### src/rtl/proc_pkg.sv
// Shared datapath definitions: default register-file geometry and clear-FSM states.
package proc_pkg;

    localparam int unsigned RF_DATA_W = 16;
    localparam int unsigned RF_ADDR_W = 4;

    typedef enum logic {
        RF_IDLE,
        RF_CLEAR
    } rf_state_t;

endpackage

### src/rtl/rf_clear_seq.sv
// Sequential clear sweep for the register file: walks every address once,
// asserting clr_we, and holds busy high for the whole sweep.
module rf_clear_seq
    import proc_pkg::*;
#(
    parameter int unsigned ADDR_W = RF_ADDR_W
) (
    input  logic              clk,
    input  logic              reset,
    input  logic              clr_req,
    output logic              busy,
    output logic              clr_we,
    output logic [ADDR_W-1:0] clr_addr
);

    localparam logic [ADDR_W-1:0] LAST = '1;

    rf_state_t         state, state_nxt;
    logic [ADDR_W-1:0] ptr, ptr_nxt;
    logic              busy_nxt;

    // State, pointer and busy registers; reset (re)starts the sweep from 0.
    always_ff @(posedge clk) begin
        if (reset) begin
            state <= RF_CLEAR;
            ptr   <= '0;
            busy  <= 1'b1;
        end else begin
            state <= state_nxt;
            ptr   <= ptr_nxt;
            busy  <= busy_nxt;
        end
    end

    // Next-state logic; clr_req is only looked at in IDLE.
    always_comb begin
        state_nxt = state;
        ptr_nxt   = ptr;
        busy_nxt  = busy;
        unique case (state)
            RF_IDLE: begin
                if (clr_req) begin
                    state_nxt = RF_CLEAR;
                    ptr_nxt   = '0;
                    busy_nxt  = 1'b1;
                end
            end
            RF_CLEAR: begin
                ptr_nxt = ptr + 1'b1;
                if (ptr == LAST) begin
                    state_nxt = RF_IDLE;
                    busy_nxt  = 1'b0;
                end
            end
            default: begin
                state_nxt = RF_IDLE;
                busy_nxt  = 1'b0;
            end
        endcase
    end

    // No array write while reset is held, even though state already reads CLEAR.
    assign clr_we   = (state == RF_CLEAR) && !reset;
    assign clr_addr = ptr;

endmodule

### src/rtl/reg_file_mp.sv
// Multi-read-port register file: NUM_RD combinational read ports, one
// synchronous write port, optional bypass and hardwired-zero register 0.
// The array has no reset; rf_clear_seq zeroes it after reset or on request.
module reg_file_mp
    import proc_pkg::*;
#(
    parameter int unsigned DATA_W   = RF_DATA_W,
    parameter int unsigned ADDR_W   = RF_ADDR_W,
    parameter int unsigned NUM_RD   = 2,
    parameter int unsigned BYPASS   = 1,
    parameter int unsigned ZERO_REG = 0
) (
    input  logic                     CLK,
    input  logic                     reset,
    input  logic [NUM_RD*ADDR_W-1:0] rd_addr,
    output logic [NUM_RD*DATA_W-1:0] rd_data,
    input  logic                     wr_en,
    input  logic [ADDR_W-1:0]        wr_addr,
    input  logic [DATA_W-1:0]        wr_data,
    input  logic                     clr_req,
    output logic                     busy,
    output logic                     wr_drop
);

    localparam int unsigned DEPTH = 2 ** ADDR_W;

    logic [DATA_W-1:0] mem [DEPTH];
    logic              clr_we;
    logic [ADDR_W-1:0] clr_addr;
    logic              wr_zero_skip;
    logic              wr_ok;

    rf_clear_seq #(
        .ADDR_W (ADDR_W)
    ) u_clear (
        .clk      (CLK),
        .reset    (reset),
        .clr_req  (clr_req),
        .busy     (busy),
        .clr_we   (clr_we),
        .clr_addr (clr_addr)
    );

    // Writes to r0 with ZERO_REG are silently ignored (not a drop).
    assign wr_zero_skip = (ZERO_REG != 0) && (wr_addr == '0);
    assign wr_ok        = wr_en && !busy && !clr_req && !reset && !wr_zero_skip;

    // Array write: clear sweep and user write are exclusive since wr_ok needs !busy.
    always_ff @(posedge CLK) begin
        if (clr_we) begin
            mem[clr_addr] <= '0;
        end else if (wr_ok) begin
            mem[wr_addr] <= wr_data;
        end
    end

    // Flag a write discarded because of a sweep in progress or starting.
    always_ff @(posedge CLK) begin
        if (reset) begin
            wr_drop <= 1'b0;
        end else begin
            wr_drop <= wr_en && (busy || clr_req);
        end
    end

    for (genvar i = 0; i < NUM_RD; i++) begin : g_rd
        logic [ADDR_W-1:0] ra;
        assign ra = rd_addr[i*ADDR_W +: ADDR_W];
        // Priority: busy, hardwired zero, bypass, array.
        assign rd_data[i*DATA_W +: DATA_W] =
            busy                                ? '0      :
            ((ZERO_REG != 0) && (ra == '0))     ? '0      :
            ((BYPASS != 0) && wr_ok && (wr_addr == ra)) ? wr_data :
                                                  mem[ra];
    end

endmodule

### config.mk
export PLATFORM = sky130hd
export DESIGN_NAME = reg_file_mp
export DESIGN_NICKNAME = d
export VERILOG_FILES = /design/src/rtl/proc_pkg.sv /design/src/rtl/rf_clear_seq.sv /design/src/rtl/reg_file_mp.sv
export SDC_FILE = /design/constraint.sdc
export NUM_CORES = 1
export LEC_CHECK = 0
export CORE_ASPECT_RATIO = 1.5
export CORE_MARGIN = 2
export CORE_UTILIZATION = 40
export DETAILED_ROUTE_END_ITERATION = 8
export SYNTH_ARGS = -nofsm -noshare
export SYNTH_HDL_FRONTEND = slang
export SYNTH_SLANG_ARGS = --single-unit
### constraint.sdc
create_clock -name CLK -period 3 [get_ports CLK]
set_input_delay 0.45 -clock CLK [delete_from_list [all_inputs] [get_ports CLK]]
set_output_delay 0.45 -clock CLK [all_outputs]
set_load 0.005 [all_outputs]
### Yosys cells after proc, flatten, opt, wreduce, memory -nomap -nowiden

Memories as Yosys holds them, arrays and structs flattened.
Index checks and enable logic that the tools add are counted.

| storage, ports and cells | value |
|---|---|
| register bits | 7 |
| memory bits (writable) | 256 |
| input port bits | 32 |
| output and inout port bits | 34 |
| logic and storage cells | 45 |
| memories kept | 1 |

Memory list:

| memory | words | bits a word | rd ports | clocked after Yosys merged registers in | write ports | line | source |
|---|---|---|---|---|---|---|---|
| mem | 16 | 16 | 2 | 0 | 1 | reg_file_mp.sv:27 | `logic [DATA_W-1:0] mem [DEPTH];` |

| cells by class | value |
|---|---|
| add/sub/neg operators | 1 |
| eq/ne operators | 5 |
| multiplexer cells | 20 |
| bitwise gates (word level) | 1 |
| reductions and logical operators | 13 |

Operators with widths:

| cell | count |
|---|---|
| $mux 16 | 5 |
| $reduce_or 16->1 | 1 |
| $mux 1 | 10 |
| $eq 4x4->1 | 2 |
| $mux 4 | 2 |
| $pmux 4 s2 | 1 |
| $logic_and 1x1->1 | 7 |
| $add 4x1->4 const B | 1 |
| $eq 4x4->1 const B | 1 |
| $ne 2x2->1 const B | 2 |
| $pmux 1 s2 | 2 |
| $logic_not 1->1 | 3 |
| $reduce_and 2->1 | 1 |
| $logic_or 1x1->1 | 1 |
| $not 1->1 | 1 |

### Depth between registers and ports, before layout

Gate-level depths: netlist of run 1.

| depth | value |
|---|---|
| depth after elaboration | 9 |
| depth in mapped cells | 6 |
| gate-level depth less buffers | 4 |

### By module

From an unflattened synthesis of run 1, not the netlist that was laid out.

| unflattened totals | value |
|---|---|
| cells, all modules | 680 |
| area total of the unflattened synthesis | 12737.2 µm² |

Modules (own cells, without submodules):

| module | times used | cells each | area an instance (µm²) | sequential area each (µm²) |
|---|---|---|---|---|
| reg_file_mp | 1 | 650 | 12470.7 | 7707.4 |
| rf_clear_seq | 1 | 30 | 266.5 | 120.1 |

### Least setup slack after synthesis of run 1

Ideal clock, no wire load.

| timing path | value |
|---|---|
| kind | in2reg |
| start | input reset |
| end | memory mem[12][0] in the netlist's numbering (enable) |
| setup time | 388 ps |
| arrival time | 2170 ps |
| required time | 2612 ps |
| path slack | 441 ps |
| cell stages on the path | 5 |
| path buffers | 1 |
| path through | buf_2 -> or3b_1 -> nor3_1 -> a31oi_1 -> nor2_1 |

| between the ends | value |
|---|---|
| cells in the longest elaborated chain, start to end | 7 |
| elaborated cells on any way between the ends | 11 |
| those cells by class | mux: 7; reduce/logical: 4 |

Ends and longest elaborated chain:

| element | line | source |
|---|---|---|
| start: declaration | reg_file_mp.sv:14 | `input logic reset,` |
| $logic_not 1->1 * | rf_clear_seq.sv:63, reg_file_mp.sv:46 |  |
| $logic_and 1x1->1 | reg_file_mp.sv:46 | `assign wr_ok = wr_en && !busy && !clr_req && !reset && !wr_zero_skip;` |
| $mux 1 | reg_file_mp.sv:52 | `end else if (wr_ok) begin` |
| $mux 1 | reg_file_mp.sv:50 | `if (clr_we) begin` |
| $mux 1 (implied by the code) | reg_file_mp.sv:53 | `mem[wr_addr] <= wr_data;` |
| $reduce_or 16->1 (no source line) | - |  |
| $mux 4 (no source line) / $mux 1 (equally long branches) | - |  |
| end: declaration | reg_file_mp.sv:27 |  |

Every way passes the cells marked *; elsewhere a longest branch is shown, timed or not.

### Worst setup path after layout of run 1

| timing path | value |
|---|---|
| start | input rd_addr[5] |
| end | output rd_data[24] |

| between the ends | value |
|---|---|
| cells in the longest elaborated chain, start to end | 4 |
| elaborated cells on any way between the ends | 5 |
| those cells by class | eq/ne: 1; mux: 2; reduce/logical: 1; memory: 1 |

Ends and longest elaborated chain:

| element | line | source |
|---|---|---|
| start: declaration | reg_file_mp.sv:15 | `input logic [NUM_RD*ADDR_W-1:0] rd_addr,` |
| branches (longest 2 deep; another with $mem_v2 16x16) | - |  |
| $mux 16 * | reg_file_mp.sv:73 | `((BYPASS != 0) && wr_ok && (wr_addr == ra)) ? wr_data :` |
| $mux 16 * | reg_file_mp.sv:71 | `busy ? '0 :` |
| end: declaration | reg_file_mp.sv:16 | `output logic [NUM_RD*DATA_W-1:0] rd_data,` |

Every way passes the cells marked *.

==> results by group, run 1 <==
Final layout
  – Multi-input logic area: about 4700 sq um
  – P&R area growth vs syn: 23.8%
  – Post-route insts no fill: 1291
  – Register area: ~8000 sq um
  – Layout cells sized above 1: 0.353
  – Fillers: approximately 2500
  – N_diodes: 0
  – Layout Nets: roughly 900

STA
  – RSZ-0062 raised after global routing: true
  – Setup Viol. Count Final: 0
  – Fmax achieved: 335 MHz
  – Worst slew pin tran: roughly 630 ps
  – Final Max Slew Viols: 0
  – Setup Skew: between 10 and 15 ps
  – Slew HR: 0.576
  – Tmin final: 2990 ps
  – Fin crit share: 0.996
  – Final hold vios: 0

Logic synthesis
  – Synth Instances: between 700 and 800
  – Post-synth ARST share: 0
  – Synth Warn #: 0
  – Synth Flop Type: edfxtp_1
  – Number of synthesized flops with an enable pin: 256
  – Synth Area in XOR/XNOR: 0.00551
  – Main combinational cell family by area after synthesis: multiplexers
  – Post-synthesis sequential area ratio: 0.615
  – Synthesized area per cell: between 15 and 20 sq um
  – Synth Area in Compound Gates: 0.0701
  – Most common cell in the netlist: edfxtp_1
  – Post-Syn Area: approximately 13000 sq um
  – Synth Area in Adders: 0.000983
  – Yosys cell types: ~40
  – Synth area leader: edfxtp_1
  – FF+latch count, synth: approximately 260
  – Synthesized Nets: 750
  – Post-synth top area share: 0.604
  – Synth area leaders: edfxtp_1 60%, mux4_2 23%, a22o_1 4.4%
  – Commonest cells post-synth: 256 x edfxtp_1, 128 x mux4_2, 64 x a22o_1
  – Post-synthesis mux area share: 0.227
  – Post-Synth Simple-Gate Area: 0.0544

Setup path
  – Worst Setup End Kind: primary output
  – Critical path class: input port to primary output
  – Crit path arrival time: roughly 2500 ps
  – FF-to-FF End: mem[3][3]
  – CP max stage cell: clkdlybuf4s50_1
  – Crit-path max FO: 10
  – Crit. Startpoint: rd_addr[5]
  – Buf+Inv Stages, Crit Path: 4
  – Reg2reg path depth: 8
  – CP Cell Sequence: clkdlybuf4s50_1, buf_4, and2_1, buf_12, a22o_1, nor2_1, o21ai_1, clkdlybuf4s50_1
  – Crit path top cell by count: clkdlybuf4s50_1
  – Worst EP required: around 2600 ps
  – Crit path to: rd_data[24]
  – CP delay by family, top: buffers and inverters
  – R2r startpoint: u_clear.busy
  – Max incr delay on CP: around 480 ps
  – R2R setup slack: between 500 and 600 ps
  – Crit start category: input port
  – Critical path depth: 8

Floorplan
  – Die height: roughly 220 um
  – Cell Rows: 80
  – I/O Pins: 66
  – Die X: 150 um
  – Die area: 33300 sq um
  – Core area: around 32000 sq um
  – Starting Density: 0.404

Power and ir drop
  – P_sw: roughly 1800 uW
  – Overall power: between 7000 and 8000 uW
  – Cell internal pwr: roughly 6000 uW
  – Peak supply drop: 0.000392 V
  – Pleak: 0.00568 uW
  – Gate power share: 0.101
  – Switch share: 0.225
  – Pwr dens: slightly below 500 nW/um^2
  – Sequential power share: 0.520
  – Clk pwr share: 0.380

GRT
  – Initial antenna violation count: 0
  – Vias in the first global route: a little under 9000
  – Largest net degree at the start of global routing: 44
  – Total track usage: 0.237
  – Global-route wire length before repair: 57000 um
  – Overflow after GRT: 0

Route
  – DR vias/cell: 6.26
  – DRT antenna net count: 0
  – DR pass1 iterations: 4
  – Initial DRC Count: 817
  – DR vias: between 8000 and 9000
  – Routed wire length: roughly 39000 um
  – DR DRC count: 0
  – Routed len/inst: between 30 and 40 um

Clocking
  – H-tree Lvls: 1
  – Worst-Skew Late Latency: around 530 ps
  – Root Buffer: clkbuf_16
  – Sink Count: approximately 260
  – TritonCTS clock tree: done
  – CTS buffer count: 25
  – Reg clk slew, reported paths: about 60 ps
  – Hold Buf Count CTS: 0
  – CTS Buffer Depth: 3

Min path
  – Hold Path Class: input port to flip-flop
  – HP Start: wr_en

Place
  – Inst Count DP: approximately 1200
  – Routability Congestion: between 0.8 and 0.9
  – HPWL after detailed placement: 25500 um
  – IO buf count: 65

Status
  – Run status: completed

Flow run
  – Max cap viols: 0
-- power by group through the flow --
stage,Sequential [uW],Clock (uW),Combinational [uW]
6_report,4050,2960,786
5_1_grt,4050,3110,819
4_1_cts,4050,3010,765
3_5_place_dp,4130,0,761
3_3_place_gp,4120,0,756
2_1_floorplan,4120,0,446
-- worst register-to-register path, delay by kind of cell (launching register included) --
family | cells | cell delay, ps
and+or+nand+nor | 2 | 530
buffers and inverters | 4 | 1000
DFF | 1 | 310
AOI/OAI and AO/OA | 2 | 370
-- placed cells by master, fill, tap and decap left out, types with 6 or more instances in the layout --
cell type	n
clkinv_2	6
a21oi_1	9
edfxtp_1	256
mux4_2	128
dlymetal6s2s_1	25
nor2_1	37
and3_1	16
clkbuf_1	8
xor2_2	7
a22o_1	64
o21ai_1	32
dlygate4sd2_1	7
clkdlybuf4s50_1	29
clkbuf_16	26
buf_12	30
dfxtp_1	7
nand3_1	33
buf_4	79
nor2_2	17
-- registers in the layout, summed over array words and instances, names as in the netlist --
register and count:
u_clear.state 1, u_clear.busy 1, wr_drop 1, mem 256, u_clear.clr_addr 4
-- cells by family (layout without fill, tap and decap cells) --
kind of cell             after synthesis  after routing
AND/OR/NAND/NOR                      132            132
buffers and inverters                 61            225
AO/OA/AOI/OAI                        123            123
adder cells (fa/ha/maj)                1              1
multiplexers                         129            129
XOR/XNOR                               8              8
flip-flops                           263            263
-- layout make-up --
cell class	instances	share of cell area
Sequential cell	263	0.497
Timing Repair Buffer	177	0.125
Clock buffer	33	0.0416
Inverter	3	0.000715
Tap cell	410	0.0326
Multi-Input combinational cell	393	0.297
Clock inverter	12	0.00556
-- metal layers --
metal  track usage  share of wire  up-vias
li1              -              -     3324
met1         0.289           0.35     4202
met2         0.401           0.51      424
met3        0.0415          0.074      129
met4         0.127          0.063        0
met5             0              0        -
-- per-stage QoR --
step / setup slack (ps) / hold WS (ps) / utilization / cell area, sq um / setup TNS, ps
after floorplan: 441 / 530 / - / 12700 / 0
after global placement: -49.1 / 573 / 0.467 / 14700 / -723
after detailed placement: -126 / 590 / 0.467 / 14700 / -1840
after CTS: -23.6 / 360 / 0.493 / 15500 / -95.9
after global routing: -35.7 / 384 / 0.500 / 15800 / -57.5
final: 13.3 / 371 / 0.500 / 15800 / 0
-- worst min-delay path by stage --
stage                          end  slack [ps]  depth (start not counted)
2_1_floorplan  u_clear.clr_addr[3]         530                          1
3_5_place_dp   u_clear.clr_addr[3]         590                          1
5_1_grt                    wr_drop         380                          2
4_1_cts                    wr_drop         360                          2
3_3_place_gp   u_clear.clr_addr[3]         570                          1
6_report                   wr_drop         370                          2
-- what timing repair did --
item,4_1_cts,5_1_grt
pin swaps,2,4
setup endpoints to repair,27,26
gates cloned,2,1
buffers inserted,1,9
gates resized for setup,14,32
Note: power is estimated with default switching activity, not from simulation.
==> run 2, diff against run 1 <==
--- a/config.mk
+++ b/config.mk
@@ -9,6 +9,7 @@
 export CORE_MARGIN = 2
 export CORE_UTILIZATION = 40
 export DETAILED_ROUTE_END_ITERATION = 8
+export SLEW_MARGIN = 40
 export SYNTH_ARGS = -nofsm -noshare
 export SYNTH_HDL_FRONTEND = slang
 export SYNTH_SLANG_ARGS = --single-unit
==> results of run 2 <==
The final DEF is identical to that of run 1; final timing and power are the same.
==> run 3, diff against run 2 <==
--- a/config.mk
+++ b/config.mk
@@ -7,8 +7,9 @@
 export LEC_CHECK = 0
 export CORE_ASPECT_RATIO = 1.5
 export CORE_MARGIN = 2
-export CORE_UTILIZATION = 40
+export CORE_UTILIZATION = 35
 export DETAILED_ROUTE_END_ITERATION = 8
+export PLACE_DENSITY = 0.6
 export SLEW_MARGIN = 40
 export SYNTH_ARGS = -nofsm -noshare
 export SYNTH_HDL_FRONTEND = slang
==> run 3 against run 2 <==
  * Die area up 14%
  * Sequential share of layout area down 0.26 points
  * Register-to-register slack better by 110 ps
  * Combinational power up 0.6%
  * Non-clock buffer count down 12
  * Via count down 3.5%
  * Setup slack better by 51 ps
  * First-iteration DRC count down 16%
  * Wire length down 4.1%
  * Count of clock-buffer cells in the layout down 2
  * Sequential cell count unchanged
  * Utilization down 5.8 points
  * Critical endpoint is now rd_data[28]
==> results by group, run 3 (synthesized netlist as in run 1, its figures left out) <==
Setup path
  – CP max stage cell: clkdlybuf4s50_1 (unchanged)
  – Worst Setup End Kind: primary output (unchanged)
  – Max incr delay on CP: 520 ps (was 480 ps)
  – Worst EP required: 2550 ps (about the same)
  – R2R setup slack: 650 ps (was 540 ps)
  – Critical path class: input port to primary output (unchanged)
  – Crit path arrival time: 2490 ps (was 2540 ps)
  – Crit start category: input port (unchanged)
  – CP Cell Sequence: clkdlybuf4s50_1, buf_4, nor2b_2, buf_12, buf_12, a22o_1, nor2_1, o21ai_1, clkdlybuf4s50_1 (was clkdlybuf4s50_1, buf_4, and2_1, buf_12, a22o_1, nor2_1, o21ai_1, clkdlybuf4s50_1)
  – Crit-path max FO: 13 (was 10)

GRT
  – Initial antenna violation count: 0 (unchanged)
  – Global-route wire length before repair: 54000 um (was 57000 um)
  – Total track usage: 0.196 (was 0.237)
  – Largest net degree at the start of global routing: 43 (was 44)
  – Overflow after GRT: 0 (unchanged)
  – Vias in the first global route: 8177 (was 8654)

Route
  – Routed len/inst: 27.7 um (was 30.2 um)
  – Routed wire length: 37400 um (was 39000 um)
  – DR vias: 7794 (was 8079)
  – DR vias/cell: 5.77 (was 6.26)
  – DRT antenna net count: 0 (unchanged)
  – DR DRC count: 0 (unchanged)
  – Initial DRC Count: 689 (was 817)
  – DR pass1 iterations: 5 (was 4)

Place
  – HPWL after detailed placement: 24400 um (was 25500 um)
  – Inst Count DP: 1295 (was 1233)
  – IO buf count: 65 (unchanged)
  – Placed inst area: 14800 sq um (was 14700 sq um)
  – Routability Congestion: 0.833 (was 0.876)

Flow run
  – Max cap viols: 0 (unchanged)

Final layout
  – Post-route insts no fill: 1350 (was 1291)
  – Number of flip-flops in the largest register: 256 (unchanged)
  – Final core utilization: 0.442 (was 0.500)
  – P&R area growth vs syn: 24.4% (was 23.8%)
  – Most common cell after layout, fill and taps aside: edfxtp_1 (unchanged)
  – Leading cell types in the layout, fill and taps excluded: 256 x edfxtp_1, 128 x mux4_2, 64 x a22o_1 (was 256 x edfxtp_1, 128 x mux4_2, 79 x buf_4)
  – Layout Nets: 885 (was 896)
  – Most flop-heavy register: mem (unchanged)
  – Layout cells sized above 1: 0.349 (was 0.353)
  – Finished Cell Area: 15800 sq um (about the same)
  – N_diodes: 0 (unchanged)

Power and ir drop
  – Peak supply drop: 0.000344 V (was 0.000392 V)
  – Pleak: 0.00548 uW (was 0.00568 uW)
  – Pwr dens: 506 nW/um^2 (was 495 nW/um^2)

STA
  – Setup Skew: 15.1 ps (was 13.4 ps)
  – Final hold vios: 0 (unchanged)
  – RSZ-0062 raised after global routing: false (was true)
  – Tmin final: 2940 ps (was 2990 ps)
  – Fmax achieved: 341 MHz (was 335 MHz)
  – Slew HR: 0.437 (was 0.576)
  – Fin crit share: 0.979 (was 0.996)
  – Final Max Slew Viols: 0 (unchanged)
  – Worst hold slack: 560 ps (was 371 ps)
  – Worst slew pin tran: 835 ps (was 633 ps)
  – Setup Viol. Count Final: 0 (unchanged)

Min path
  – Hold Path Class: flip-flop to flip-flop (was input port to flip-flop)

Floorplan
  – Die area: 37900 sq um (was 33300 sq um)
  – Core area: 35800 sq um (was 31500 sq um)
  – I/O Pins: 66 (unchanged)
  – Die height: 238 um (was 222 um)
  – Starting Density: 0.355 (was 0.404)
  – Cell Rows: 85 (was 80)
  – Die X: 160 um (was 150 um)

Clocking
  – Worst-Skew Late Latency: 530 ps (about the same)
  – Reg clk slew, reported paths: 70 ps (was 60 ps)
  – TritonCTS clock tree: done (unchanged)
  – CTS Buffer Depth: 3 (unchanged)
  – CTS buffer count: 26 (was 25)
  – Root Buffer: clkbuf_16 (unchanged)
  – Sink Count: 263 (unchanged)
  – H-tree Lvls: 1 (unchanged)

Status
  – Run status: completed (unchanged)
==> run 3: per-layer routing <==
metal / up-vias / track usage / routed length (um)
met5: - / 0 / 0
met4: 0 / 0.0738 / 1220
met3: 57 / 0.0281 / 2020
met2: 295 / 0.349 / 19600
met1: 4132 / 0.243 / 14600
li1: 3310 / - / -
==> run 3: where the power goes <==
group	internal [uW]	total (uW)	leakage [uW]	switching [uW]
clock network	1820	3180	0.000406	1360
registers	4020	4050	0.00245	26.2
logic	394	791	0.00263	397
total	6230	8010	0.00548	1780
==> run 3: path summary, 6_finish.rpt <==
path	from	end	depth (start not counted)
worst min-delay path	u_clear.busy	wr_drop	2
worst min register to register	u_clear.busy	wr_drop	2
worst max register to register	u_clear.state	mem[14][12]	5
worst max-delay path	rd_addr[7]	rd_data[28]	9
==> run 3: per-stage QoR <==
step	setup slack (ps)	total power [uW]	TNS, ps
global placement	-37.9	4890	-541
detailed placement	-62.0	4900	-1090
finish	64.2	8010	0
CTS	16.3	8040	0
floorplan	441	4560	0
global route	3.27	8250	0
==> run 3: layout make-up <==
type                    count  area, sq um
fillers                  3077        20000
clock buffers              31          691
well taps                 478          598
flip-flops and latches    263         7830
clock inverters            17          134
repair buffers            165         1910
multi-input cells         393         4660
inverters                   3         11.3
==> run 3: critical path, delay by kind of cell <==
family                 cells  cell delay [ps]
AO/OA/AOI/OAI              2              280
buffers and inverters      5             1500
AND/OR/NAND/NOR            2              240
==> run 3: what timing repair did <==
item / 4_1_cts / 5_1_grt
setup buffers: 2 / 4
resized for setup: 8 / 22
pin swaps: 2 / 3
hold endpoints to repair: 0 / 0
hold buffers: 0 / 0
gates cloned: 0 / 1
setup endpoints to repair: 26 / 27
